### src/rtl/seq_divider.sv
// seq_divider: multi-cycle restoring radix-2 divider, signed or unsigned.
//
// Ports
//   clk, rst          clock and synchronous active-high reset
//   div_begin         start request, accepted only in IDLE
//   div_sign          1 = two's complement operands, 0 = unsigned
//   div_flush         abort; returns to IDLE with no completion pulse
//   div_dividend      dividend, WIDTH bits
//   div_divisor       divisor, WIDTH bits
//   div_quotient      registered quotient, held between operations
//   div_remainder     registered remainder, held between operations
//   div_busy          high in CALC and FIX
//   div_done          one-cycle completion pulse
//   div_by_zero       qualified by div_done, divisor was zero
//
// Operation is accepted at edge 0. CALC runs on edges 1..WIDTH, FIX runs on
// edge WIDTH+1, and div_done is high in the following cycle. A zero divisor
// waits in IDLE for one cycle and completes at edge 1 without raising busy.
module seq_divider #(
  parameter int unsigned WIDTH = 32
) (
  input  logic             clk,
  input  logic             rst,
  input  logic             div_begin,
  input  logic             div_sign,
  input  logic             div_flush,
  input  logic [WIDTH-1:0] div_dividend,
  input  logic [WIDTH-1:0] div_divisor,
  output logic [WIDTH-1:0] div_quotient,
  output logic [WIDTH-1:0] div_remainder,
  output logic             div_busy,
  output logic             div_done,
  output logic             div_by_zero
);

  localparam int unsigned CW = $clog2(WIDTH + 1);

  typedef enum logic [1:0] {
    IDLE = 2'd0,
    CALC = 2'd1,
    FIX  = 2'd2,
    DONE = 2'd3
  } state_e;

  state_e           state_q, state_d;
  logic [CW-1:0]    cnt_q, cnt_d;
  logic [WIDTH-1:0] dvd_q, dvd_d;     // dividend magnitude, becomes quotient
  logic [WIDTH-1:0] dvs_q, dvs_d;     // divisor magnitude
  logic [WIDTH-1:0] rem_q, rem_d;     // partial remainder
  logic             q_sign_q, q_sign_d;
  logic             r_sign_q, r_sign_d;
  logic             zero_q, zero_d;   // divide-by-zero completion pending
  logic [WIDTH-1:0] quot_q, quot_d;
  logic [WIDTH-1:0] remo_q, remo_d;
  logic             busy_q, busy_d;
  logic             done_q, done_d;
  logic             byz_q, byz_d;

  // Operand sign handling on acceptance
  logic             dvd_neg, dvs_neg;
  logic [WIDTH-1:0] dvd_mag, dvs_mag;

  assign dvd_neg = div_sign & div_dividend[WIDTH-1];
  assign dvs_neg = div_sign & div_divisor[WIDTH-1];
  assign dvd_mag = dvd_neg ? -div_dividend : div_dividend;
  assign dvs_mag = dvs_neg ? -div_divisor  : div_divisor;

  // One restoring step: the MSB of the WIDTH+1-bit difference is the borrow,
  // since the partial remainder is always below the divisor.
  logic [WIDTH:0] shift_rem;
  logic [WIDTH:0] sub_res;
  logic           borrow;

  assign shift_rem = {rem_q, dvd_q[WIDTH-1]};
  assign sub_res   = shift_rem - {1'b0, dvs_q};
  assign borrow    = sub_res[WIDTH];

  // Next-state and datapath
  always_comb begin
    state_d  = state_q;
    cnt_d    = cnt_q;
    dvd_d    = dvd_q;
    dvs_d    = dvs_q;
    rem_d    = rem_q;
    q_sign_d = q_sign_q;
    r_sign_d = r_sign_q;
    zero_d   = zero_q;
    quot_d   = quot_q;
    remo_d   = remo_q;
    byz_d    = 1'b0;

    unique case (state_q)
      IDLE: begin
        if (div_flush) begin
          zero_d = 1'b0;
        end else if (zero_q) begin
          state_d = DONE;
          zero_d  = 1'b0;
          quot_d  = '1;
          remo_d  = dvd_q;
          byz_d   = 1'b1;
        end else if (div_begin) begin
          if (div_divisor == '0) begin
            zero_d = 1'b1;
            dvd_d  = div_dividend;
          end else begin
            state_d  = CALC;
            cnt_d    = CW'(WIDTH);
            dvd_d    = dvd_mag;
            dvs_d    = dvs_mag;
            rem_d    = '0;
            q_sign_d = dvd_neg ^ dvs_neg;
            r_sign_d = dvd_neg;
          end
        end
      end

      CALC: begin
        if (div_flush) begin
          state_d = IDLE;
        end else begin
          rem_d = borrow ? shift_rem[WIDTH-1:0] : sub_res[WIDTH-1:0];
          dvd_d = {dvd_q[WIDTH-2:0], ~borrow};
          cnt_d = cnt_q - CW'(1);
          if (cnt_q == CW'(1)) begin
            state_d = FIX;
          end
        end
      end

      FIX: begin
        if (div_flush) begin
          state_d = IDLE;
        end else begin
          state_d = DONE;
          quot_d  = q_sign_q ? -dvd_q : dvd_q;
          remo_d  = r_sign_q ? -rem_q : rem_q;
        end
      end

      DONE: begin
        state_d = IDLE;
      end

      default: begin
        state_d = IDLE;
      end
    endcase

    busy_d = (state_d == CALC) || (state_d == FIX);
    done_d = (state_d == DONE);
  end

  // State and output registers
  always_ff @(posedge clk) begin
    if (rst) begin
      state_q  <= IDLE;
      cnt_q    <= '0;
      dvd_q    <= '0;
      dvs_q    <= '0;
      rem_q    <= '0;
      q_sign_q <= 1'b0;
      r_sign_q <= 1'b0;
      zero_q   <= 1'b0;
      quot_q   <= '0;
      remo_q   <= '0;
      busy_q   <= 1'b0;
      done_q   <= 1'b0;
      byz_q    <= 1'b0;
    end else begin
      state_q  <= state_d;
      cnt_q    <= cnt_d;
      dvd_q    <= dvd_d;
      dvs_q    <= dvs_d;
      rem_q    <= rem_d;
      q_sign_q <= q_sign_d;
      r_sign_q <= r_sign_d;
      zero_q   <= zero_d;
      quot_q   <= quot_d;
      remo_q   <= remo_d;
      busy_q   <= busy_d;
      done_q   <= done_d;
      byz_q    <= byz_d;
    end
  end

  assign div_quotient  = quot_q;
  assign div_remainder = remo_q;
  assign div_busy      = busy_q;
  assign div_done      = done_q;
  assign div_by_zero   = byz_q;

endmodule

### config.mk
export PLATFORM = sky130hd
export DESIGN_NAME = seq_divider
export DESIGN_NICKNAME = d
export VERILOG_FILES = /design/src/rtl/seq_divider.sv
export SDC_FILE = /design/constraint.sdc
export NUM_CORES = 1
export LEC_CHECK = 0
export BUFFER_PORTS_ARGS = -buffer_cell sky130_fd_sc_hd__buf_2
export CAP_MARGIN = 20
export CORE_ASPECT_RATIO = 1.5
export CORE_MARGIN = 4
export CORE_UTILIZATION = 59
export CTS_CLUSTER_DIAMETER = 30
export DETAILED_ROUTE_END_ITERATION = 8
export GPL_TIMING_DRIVEN = 0
export PLACE_DENSITY = 0.78
export SLEW_MARGIN = 20
export SYNTH_ARGS = -nofsm -noshare
export SYNTH_HDL_FRONTEND = slang
export SYNTH_SLANG_ARGS = --single-unit
### constraint.sdc
create_clock -name clk -period 3.95 [get_ports clk]
set_input_delay 0.79 -clock clk [delete_from_list [all_inputs] [get_ports clk]]
set_output_delay 0.79 -clock clk [all_outputs]
set_load 0.02 [all_outputs]
==> flow_summary.json, run 1 <==
{
  "status": "completed",
  "synth_mux_area_share_pct": 2.04,
  "nets": 1730,
  "power.density_nw_per_um2": 341,
  "tritoncts": "yes",
  "gp_congestion": 1.01,
  "seq_area_um2": 3480,
  "wire_per_inst_um": 19.9,
  "grt_pass1_wl_mm": 59.1,
  "rsz0062_at_grt": "false",
  "netlist_area_um2": 11300,
  "grt_util_all_layers_pct": 35.2,
  "wirelength_mm": 37.5,
  "cts_num_sinks": 174,
  "synth_seq_cells": 174,
  "dr.pass1.iters": 5,
  "root_buffer": "clkbuf_16",
  "setup_violations": 0,
  "core_area_um2": 18600,
  "synth-simple-area-share_pct": 19.7,
  "mappedNetlistNets": 1579,
  "synth-edff-count": 0,
  "start_util_pct": 60.5,
  "rows": 61,
  "grt_max_degree": 19,
  "wl_met2_mm": 18.8,
  "finalCritPeriodShare_pct": 97.2,
  "fmax_ghz": 0.260,
  "postLayoutCellArea_um2": 12900,
  "max-vdd-ir-drop_v": 0.000230,
  "yosysSeqAreaShare_pct": 30.9,
  "dpl_cell_area_um2": 12200,
  "die_y_um": 177,
  "netlist_instances": 1470,
  "end_kind": "flop",
  "synthAdderAreaFrac_pct": 4.51,
  "async_flop_share_pct": 0,
  "finalWorstPathRequiredPeriod_ns": 3.84,
  "worstMarginPinSlew_ns": 0.853,
  "syn_to_final_growth_pct": 14.1,
  "slew_headroom_pct": 42.6,
  "portBuffers": 132,
  "slew_viol_final": 0,
  "slowest_stage": "dfxtp_1",
  "synth_xor_area_share_pct": 11.3,
  "fin_tns_setup_ns": 0,
  "route.detailed.drc": 0,
  "grt_pass1_vias": 11400,
  "cp_slowest_stage_delay_ns": 0.55,
  "cts_made_buffers": 17,
  "fin_hold_ws_ns": 0.460,
  "hpwl_mm": 29.8,
  "postCtsHoldBufs": 0,
  "required_ns": 4.31,
  "crit_path_start_kind": "flop",
  "critPathKind": "reg -> reg",
  "met1_length_mm": 13.8,
  "finalPower_mw": 4.38,
  "overflow": 0,
  "routed-via-count": 11600,
  "wl_met3_mm": 2.11,
  "yosysUniqueCellTypes": 69,
  "cp_cell_sequence": "inv_1, fa_1, nand2b_1, a21o_1, a211o_1, a31oi_1, nor3_1, o21ai_2, xor2_4, buf_2, nand2_1, o21ai_0",
  "yosysWarnings": 0,
  "cp.arrival_ns": 4.20,
  "drtAntennaViolNets": 0,
  "synth_ff_type": "dfxtp_1",
  "clk_path_buf_depth": 2,
  "io_pins": 136,
  "multi_input_area_um2": 7190,
  "drt_iter0_drc": 1005,
  "leakagePower_nw": 5.20,
  "top_layer": "met4",
  "maxCapViolations": 0,
  "die_w_um": 121,
  "fillCellCount": 1715,
  "clock_latency_ns": 0.45,
  "synth_area_per_cell_um2": 7.66,
  "synth_compound_area_share_pct": 26.1,
  "path_max_fanout": 10,
  "antenna_found_initial": 0,
  "path_clk_slew_ns": 0.07,
  "cts.htree.levels": 4,
  "holdCritPathClass": "reg -> reg",
  "clock_skew_ns": 0.0136,
  "num_antenna_cells": 0,
  "avgViaCountPerCell": 6.14,
  "hold_viol_final": 0,
  "die_area_um2": 21400,
  "drive_gt1_share_pct": 12.5,
  "synth_top_family_by_area": "compound AO/OA/AOI/OAI gates"
}
through the flow:
| step | instances | setup slack, ns | utilization [%] |
|---|---|---|---|
| 2_1_floorplan | 1470 | 0.981 | - |
| 3_3_place_gp | 1854 | 0.112 | 65.7 |
| 3_5_place_dp | 1854 | 0.0784 | 65.7 |
| 4_1_cts | 1886 | 0.0442 | 68.9 |
| 5_1_grt | 1886 | 0.0170 | 69.0 |
| 6_report | 1886 | 0.110 | 69.0 |
worst paths after layout:
check | from | endpoint | slack (ns) | depth (start not counted)
hold reg to reg | dvs_q[31] | dvs_q[31] | 0.46 | 2
setup reg to reg | rem_q[0] | rem_q[30] | 0.11 | 12
setup / recovery | rem_q[0] | rem_q[30] | 0.11 | 12
hold / removal | dvs_q[31] | dvs_q[31] | 0.46 | 2
Yosys cell counts (14+ instances only):
cell        n  area (um^2)
o41ai_1    14          123
o21ai_0   130          651
a21oi_1   133          666
nor3_1     32          160
ha_1       39          488
xor2_1     90          788
nor2_1    174          653
inv_1      51          191
nand3_1    24          120
nand2_1   122          458
dfxtp_1   174         3480
xnor2_1    54          473
buf_2      17         85.1
a211oi_1   68          510
a31oi_1    17          106
a21o_1     15          113
clkbuf_1   77          289
o31ai_1    30          225
mux2i_1    23          230
power breakdown:
group          total (mW)  internal (mW)  switching [mW]
Sequential           1.88           1.81          0.0697
Combinational       0.788          0.292           0.496
Clock                1.72          0.900           0.816
Total                4.38           3.00            1.38
placed cells by master, fill, tap and decap left out, types with 51 or more instances in the layout:
| cell | instances |
|---|---|
| xor2_1 | 90 |
| buf_2 | 147 |
| o21ai_0 | 130 |
| xnor2_1 | 54 |
| clkbuf_1 | 77 |
| nand2_1 | 122 |
| inv_1 | 51 |
| a211oi_1 | 68 |
| dfxtp_1 | 174 |
| a21oi_1 | 133 |
| nor2_1 | 174 |
worst max-delay path, delay by kind of cell (launching register included):
kind,cells,cell delay [ns]
simple gates,3,0.50
fa+ha+maj,1,0.47
compound gates,5,1.40
buf+inv,2,0.51
flops,1,0.55
xor+xnor,1,0.32
final cells by class:
cell class	count	area share (%)
multi-input cells	1143	55.9
clock inverters	15	1.29
inverters	52	1.52
plain buffers	101	3.25
flip-flops and latches	174	27.1
clock buffers	17	3.31
well taps	252	2.45
repair buffers	132	5.14
state kept, by name (all words and copies together), names as in the netlist:
register	cells
div_quotient	32
dvd_q	32
zero_q	1
div_busy	1
r_sign_q	1
div_by_zero	1
div_remainder	32
rem_q	32
dvs_q	32
state_q	2
cnt_q	6
q_sign_q	1
div_done	1
repair_timing:
action | CTS | global route
setup buffers | 0 | 0
setup endpoints to repair | 0 | 25
resized for setup | 0 | 3
metal layers:
metal	global-route usage (%)	vias to the layer above
met4	24.7	0
met5	0	-
met3	4.96	143
li1	-	5579
met1	37.3	5361
met2	63.4	492
kinds of logic after synthesis:
| family | after synthesis |
|---|---|
| xor gates and xnor gates | 145 |
| adders and majority gates | 40 |
| and+or+nand+nor | 462 |
| buffers and inverters | 153 |
| DFF | 174 |
| muxes | 23 |
| AOI/OAI and AO/OA | 473 |
Power figures use the tool's default switching activity.
==> inputs of run 2 (changes only) <==
--- a/config.mk
+++ b/config.mk
@@ -14,7 +14,6 @@
 export DETAILED_ROUTE_END_ITERATION = 8
 export GPL_TIMING_DRIVEN = 0
 export PLACE_DENSITY = 0.78
-export SLEW_MARGIN = 20
 export SYNTH_ARGS = -nofsm -noshare
 export SYNTH_HDL_FRONTEND = slang
 export SYNTH_SLANG_ARGS = --single-unit
==> constraint.sdc (replaced) <==
create_clock -name clk -period 3.6 [get_ports clk]
set_input_delay 0.72 -clock clk [delete_from_list [all_inputs] [get_ports clk]]
set_output_delay 0.72 -clock clk [all_outputs]
set_load 0.02 [all_outputs]
==> run 2 against run 1 <==
Net effect:
- clock-buffer cell count unchanged
- final area increased by 0.60%
- sequential power increased by 9.6%
- wire length increased by 0.47%
- first-iteration DRC count shrank 5.8%
- largest cell class unchanged
==> flow_summary.json, run 2 (synthesized netlist as in run 1, its figures left out) <==
{
  "drtAntennaViolNets": 0,
  "final_common_cell": "nor2_1",
  "grt_pass1_vias": 11500,
  "grt_max_degree": 19,
  "finalPower_mw": 4.90,
  "syn_to_final_growth_pct": 14.8,
  "start_util_pct": 60.5,
  "cts.htree.levels": 4,
  "nets": 1733,
  "maxCapViolations": 0,
  "gp_congestion": 1.01,
  "max-vdd-ir-drop_v": 0.000271,
  "grt_pass1_wl_mm": 59.5,
  "root_buffer": "clkbuf_16",
  "routed-via-count": 11600,
  "hold_viol_final": 0,
  "finalWorstPathRequiredPeriod_ns": 3.51,
  "worstMarginPinSlew_ns": 0.853,
  "postLayoutCellArea_um2": 12900,
  "path_max_fanout": 10,
  "seq_area_um2": 3480,
  "route.detailed.drc": 0,
  "fmax_ghz": 0.285,
  "num_antenna_cells": 0,
  "hpwl_mm": 29.8,
  "required_ns": 3.91,
  "holdCritPathClass": "reg -> reg",
  "multi_input_area_um2": 7210,
  "dpl_cell_area_um2": 12200,
  "cts_num_sinks": 174,
  "die_w_um": 121,
  "setup_violations": 0,
  "die_area_um2": 21400,
  "slew_viol_final": 0,
  "final_cell_mix": "nor2_1, dfxtp_1, buf_2",
  "grt_util_all_layers_pct": 35.4,
  "avgViaCountPerCell": 6.13,
  "cp.arrival_ns": 3.81,
  "rows": 61,
  "fillCellCount": 1684,
  "end_kind": "flop",
  "status": "completed",
  "path_clk_slew_ns": 0.07,
  "core_area_um2": 18600,
  "io_pins": 136,
  "drt_iter0_drc": 947,
  "clock_skew_ns": 0.0108,
  "dr.pass1.iters": 7,
  "antenna_found_initial": 0,
  "fin_tns_setup_ns": 0,
  "drive_gt1_share_pct": 12.8,
  "portBuffers": 132,
  "wirelength_mm": 37.7,
  "critPathKind": "reg -> reg",
  "finalCritPeriodShare_pct": 97.4,
  "overflow": 0,
  "cts_made_buffers": 17,
  "crit_path_start_kind": "flop",
  "power.density_nw_per_um2": 379,
  "clock_latency_ns": 0.44,
  "wire_per_inst_um": 20.0,
  "clk_path_buf_depth": 2,
  "leakagePower_nw": 5.24,
  "tritoncts": "yes",
  "die_y_um": 177,
  "slew_headroom_pct": 42.6
}
run 2: changes by cell type in the layout (fill, tap and decap cells not counted), moves of 2 or more:
| cell | change |
|---|---|
| buf_4 | +5 |
| inv_6 | -3 |
| clkbuf_4 | -2 |
| inv_8 | +2 |
run 2: area by class of cell:
type | instances | area share [%]
multi-input cells | 1143 | 55.7
flip-flops and latches | 174 | 26.9
repair buffers | 135 | 5.26
clock buffers | 17 | 3.29
plain buffers | 101 | 3.25
well taps | 252 | 2.44
clock inverters | 15 | 1.56
inverters | 52 | 1.51
run 2: stage by stage:
| step | utilization (%) | cells | setup slack, ns | hold WS, ns |
|---|---|---|---|---|
| 6_report | 69.4 | 1889 | 0.0934 | 0.457 |
| 5_1_grt | 69.4 | 1889 | -0.00677 | 0.474 |
| 4_1_cts | 69.3 | 1888 | 0.0319 | 0.455 |
| 3_5_place_dp | 65.7 | 1855 | -0.277 | 0.448 |
| 3_3_place_gp | 65.7 | 1854 | -0.238 | 0.442 |
| 2_1_floorplan | - | 1470 | 0.636 | 0.432 |
run 2: report_power, final:
part	switching, mW	internal (mW)	leakage, nW	total (mW)
sequential	0.0781	1.98	1.41	2.06
combinational	0.548	0.323	3.53	0.870
clock	0.898	1.07	0.301	1.96
total	1.52	3.37	5.24	4.90
run 2: final timing paths:
| path | endpoint | startpoint | cells after the start | slack (ns) |
|---|---|---|---|---|
| max reg2reg | rem_q[12] | dvd_q[31] | 13 | 0.09 |
| min | dvs_q[31] | dvs_q[31] | 2 | 0.46 |
| min reg2reg | dvs_q[31] | dvs_q[31] | 2 | 0.46 |
| max | rem_q[12] | dvd_q[31] | 13 | 0.09 |
run 2: per-layer routing:
layer | vias up | routed length, um | global-route usage [%]
met3 | 171 | 2150 | 4.86
met5 | - | 0 | 0
met2 | 501 | 18600 | 62.4
met1 | 5334 | 13800 | 37.5
met4 | 0 | 3240 | 27.9
li1 | 5573 | - | -
run 2: critical path, cell delays in order (launching register included):
cell,delay [ns]
dfxtp_1,0.36
inv_1,0.16
ha_1,0.27
fa_1,0.41
nand2b_1,0.18
a21o_1,0.20
a211o_1,0.35
a31oi_4,0.23
nor3_1,0.11
o21ai_2,0.25
xor2_4,0.27
buf_4,0.27
mux2i_1,0.22
o21ai_0,0.10
run 2: repair_timing:
action / 4_1_cts / 5_1_grt
hold buffers: 0 / 0
endpoints found under the setup margin: 31 / 25
setup buffers: 1 / 1
pin swaps: 0 / 1
gates resized for setup: 7 / 2
==> inputs of run 3 (changes only) <==
--- a/config.mk
+++ b/config.mk
@@ -5,11 +5,12 @@
 export SDC_FILE = /design/constraint.sdc
 export NUM_CORES = 1
 export LEC_CHECK = 0
+export ABC_AREA = 1
 export BUFFER_PORTS_ARGS = -buffer_cell sky130_fd_sc_hd__buf_2
 export CAP_MARGIN = 20
 export CORE_ASPECT_RATIO = 1.5
 export CORE_MARGIN = 4
-export CORE_UTILIZATION = 59
+export CORE_UTILIZATION = 60
 export CTS_CLUSTER_DIAMETER = 30
 export DETAILED_ROUTE_END_ITERATION = 8
 export GPL_TIMING_DRIVEN = 0
==> run 3 against run 2 <==
Net effect:
- final area increased by 15%
- largest cell class unchanged
- clock-buffer cell count rose by 3
- wire length grew 34%
- critical path depth is 5 higher
- sequential power about the same
==> flow_summary.json, run 3 <==
{
  "setup_violations": 0,
  "p_int_mw": 3.47,
  "drive_gt1_share_pct": 10.1,
  "wire_per_inst_um": 18.9,
  "finalPower_mw": 5.27,
  "clkPwrFrac_pct": 37.0,
  "p_sw_share_pct": 34.1,
  "yosysWarnings": 0,
  "power_frac_seq_pct": 39.1,
  "crit_path_start_kind": "flop",
  "overflow": 0,
  "leakagePower_nw": 7.30,
  "slowest_stage": "dfxtp_1",
  "wl_met3_mm": 3.10,
  "synth-edff-count": 0,
  "cts_resized": 0,
  "clock_latency_ns": 0.45,
  "holdCritPathClass": "reg -> reg",
  "critPathKind": "reg -> reg",
  "reg2reg_depth": 18,
  "worstMarginPinSlew_ns": 0.880,
  "portBuffers": 134,
  "fin_tns_setup_ns": 0,
  "path_depth": 18,
  "final_cell_mix": "nand2_1, inv_1, a21oi_1",
  "path_clk_slew_ns": 0.07,
  "synth_seq_cells": 174,
  "crit_start": "dvd_q[31]",
  "synth_most_common_cell": "nand2_1",
  "fin_hold_ws_ns": 0.459,
  "required_ns": 3.90,
  "crit_family": "simple AND/OR/NAND/NOR gates",
  "end_kind": "flop",
  "hold_viol_final": 0,
  "p_comb_share_pct": 23.9,
  "clock_skew_ns": 0.00999,
  "async_flop_share_pct": 0,
  "start_util_pct": 61.0,
  "syn_to_final_growth_pct": 12.2,
  "wl_met2_mm": 24.4,
  "drt_iter0_drc": 1333,
  "cts_made_buffers": 17,
  "r2r-start": "dvd_q[31]",
  "gp_congestion": 1.05,
  "wirelength_mm": 50.6,
  "slew_headroom_pct": 40.9,
  "rrSetupSlack_ns": 0.73,
  "tritoncts": "yes",
  "power.density_nw_per_um2": 355,
  "grt_pass1_wl_mm": 77.4,
  "root_buffer": "clkbuf_16",
  "p_switching_mw": 1.80,
  "final_common_cell": "nand2_1",
  "drtAntennaViolNets": 0,
  "antenna_found_initial": 0,
  "status": "completed",
  "yosysUniqueCellTypes": 45,
  "finalCritPeriodShare_pct": 79.9,
  "maxCapViolations": 0,
  "met1_length_mm": 17.4,
  "fmax_ghz": 0.348,
  "cp_cell_sequence": "inv_1, ha_1, fa_1, inv_1, nand2_1, nand2_1, nand3_1, nand2_2, nand2_2, nand2_1, nand2_2, nand2_2, nand2_4, nand2_4, buf_6, nand2_1, nand3_1, a21oi_1",
  "die_y_um": 190,
  "nets": 2507,
  "synth_ff_type": "dfxtp_1",
  "io_pins": 136,
  "yosys.area.top_type": "dfxtp_1",
  "crit_end": "rem_q[24]",
  "route.detailed.drc": 0,
  "dr.pass1.iters": 7,
  "num_antenna_cells": 0,
  "grt_util_all_layers_pct": 40.9,
  "path_max_fanout": 10,
  "core_area_um2": 21700,
  "cp_num_buf_inv": 3,
  "slew_viol_final": 0,
  "synth_top_area_share_pct": 26.3,
  "routed-via-count": 15700,
  "clk_path_buf_depth": 2,
  "synth_area_per_cell_um2": 5.90,
  "rsz0062_at_grt": "false",
  "netlist_area_um2": 13200,
  "top_layer": "met4",
  "cp_slowest_stage_delay_ns": 0.44,
  "r2r_end": "rem_q[24]",
  "fillCellCount": 2159,
  "cts.htree.levels": 4,
  "finalWorstPathRequiredPeriod_ns": 2.87,
  "avgViaCountPerCell": 5.85,
  "netlist_instances": 2245,
  "max-vdd-ir-drop_v": 0.000494,
  "hpwl_mm": 40.8,
  "mappedNetlistNets": 2354,
  "postCtsSetupBuffers": 0,
  "grt_pass1_vias": 15000,
  "cts_num_sinks": 174,
  "synth.area.top_cells": "dfxtp_1, nand2_1, a21oi_1",
  "die_area_um2": 24600,
  "synth_commonest_cells": "nand2_1, inv_1, a21oi_1, nand3_1, nor2_1",
  "rows": 66,
  "die_w_um": 129,
  "postCtsHoldBufs": 0,
  "yosysSeqAreaShare_pct": 26.3,
  "grt_max_degree": 17,
  "cp.arrival_ns": 3.17
}
## run 3: changes by cell type after synthesis, moves of 21 or more
cell / delta
nand2_1: +519
inv_1: +246
nand3_1: +181
a21oi_1: +97
a211oi_1: -68
xor2_1: -54
xnor2_1: -42
clkbuf_1: -35
o21ai_1: +34
o21ai_0: -33
o31ai_1: -26
mux2i_1: -23
nor2_1: +21
## run 3: cells by family after synthesis
kind of cell | after synthesis | synth area share (%)
and+or+nand+nor | 1158 | 37.4
DFF | 174 | 26.3
adders and majority gates | 40 | 3.84
xor gates and xnor gates | 48 | 3.18
buffers and inverters | 394 | 11.8
AOI/OAI and AO/OA | 431 | 17.5
## run 3: final cells by class
cell class,count,area [um^2],share of cell area [%]
clock inverter,12,159,1.07
clock buffer,20,447,3.01
multi-input combinational,1677,8190,55.2
buffer,85,398,2.68
inverter,309,1160,7.83
sequential,174,3480,23.5
timing repair buffer,134,671,4.51
tap,272,340,2.29
## run 3: stage by stage
step / util [%] / cells / area, um^2 / worst slack [ns]
after CTS: 68.4 / 2683 / 14900 / 0.761
after floorplan: - / 2245 / 13200 / 1.16
after global routing: 68.4 / 2683 / 14900 / 0.509
after detailed placement: 65.6 / 2651 / 14200 / 0.516
final: 68.4 / 2683 / 14900 / 0.725
after global placement: 65.6 / 2651 / 14200 / 0.549
## run 3: how the worst min path moves through the flow
| stage | endpoint | start | cells past startpoint | slack, ns |
|---|---|---|---|---|
| floorplan | dvs_q[16] | dvs_q[16] | 2 | 0.43 |
| global placement | div_remainder[5] | div_remainder[5] | 2 | 0.45 |
| detailed placement | div_remainder[4] | div_remainder[4] | 2 | 0.46 |
| CTS | dvs_q[5] | dvs_q[5] | 2 | 0.47 |
| global route | dvs_q[6] | dvs_q[6] | 2 | 0.48 |
| finish | dvs_q[5] | dvs_q[5] | 2 | 0.46 |
## run 3: metal layers
| layer | GRT usage (%) | up-vias |
|---|---|---|
| li1 | - | 7584 |
| met1 | 41.3 | 7093 |
| met2 | 70.0 | 742 |
| met3 | 6.40 | 281 |
| met4 | 38.5 | 0 |
| met5 | 0 | - |
## run 3: power groups by stage
stage                     Sequential, mW  Clock, mW  Combinational (mW)
after floorplan                     2.08          0               0.817
after global routing                2.07       2.02                1.38
after detailed placement            2.10          0                1.21
after CTS                           2.06       1.95                1.22
final                               2.06       1.95                1.26
after global placement              2.10          0                1.19
## run 3: worst register-to-register path, stage by stage, from the launching register on
cell	delay (ns)
dfxtp_1	0.44
inv_1	0.13
ha_1	0.25
fa_1	0.41
inv_1	0.12
nand2_1	0.06
nand2_1	0.08
nand3_1	0.09
nand2_2	0.12
nand2_2	0.06
nand2_1	0.09
nand2_2	0.09
nand2_2	0.12
nand2_4	0.12
nand2_4	0.16
buf_6	0.19
nand2_1	0.07
nand3_1	0.07
a21oi_1	0.06
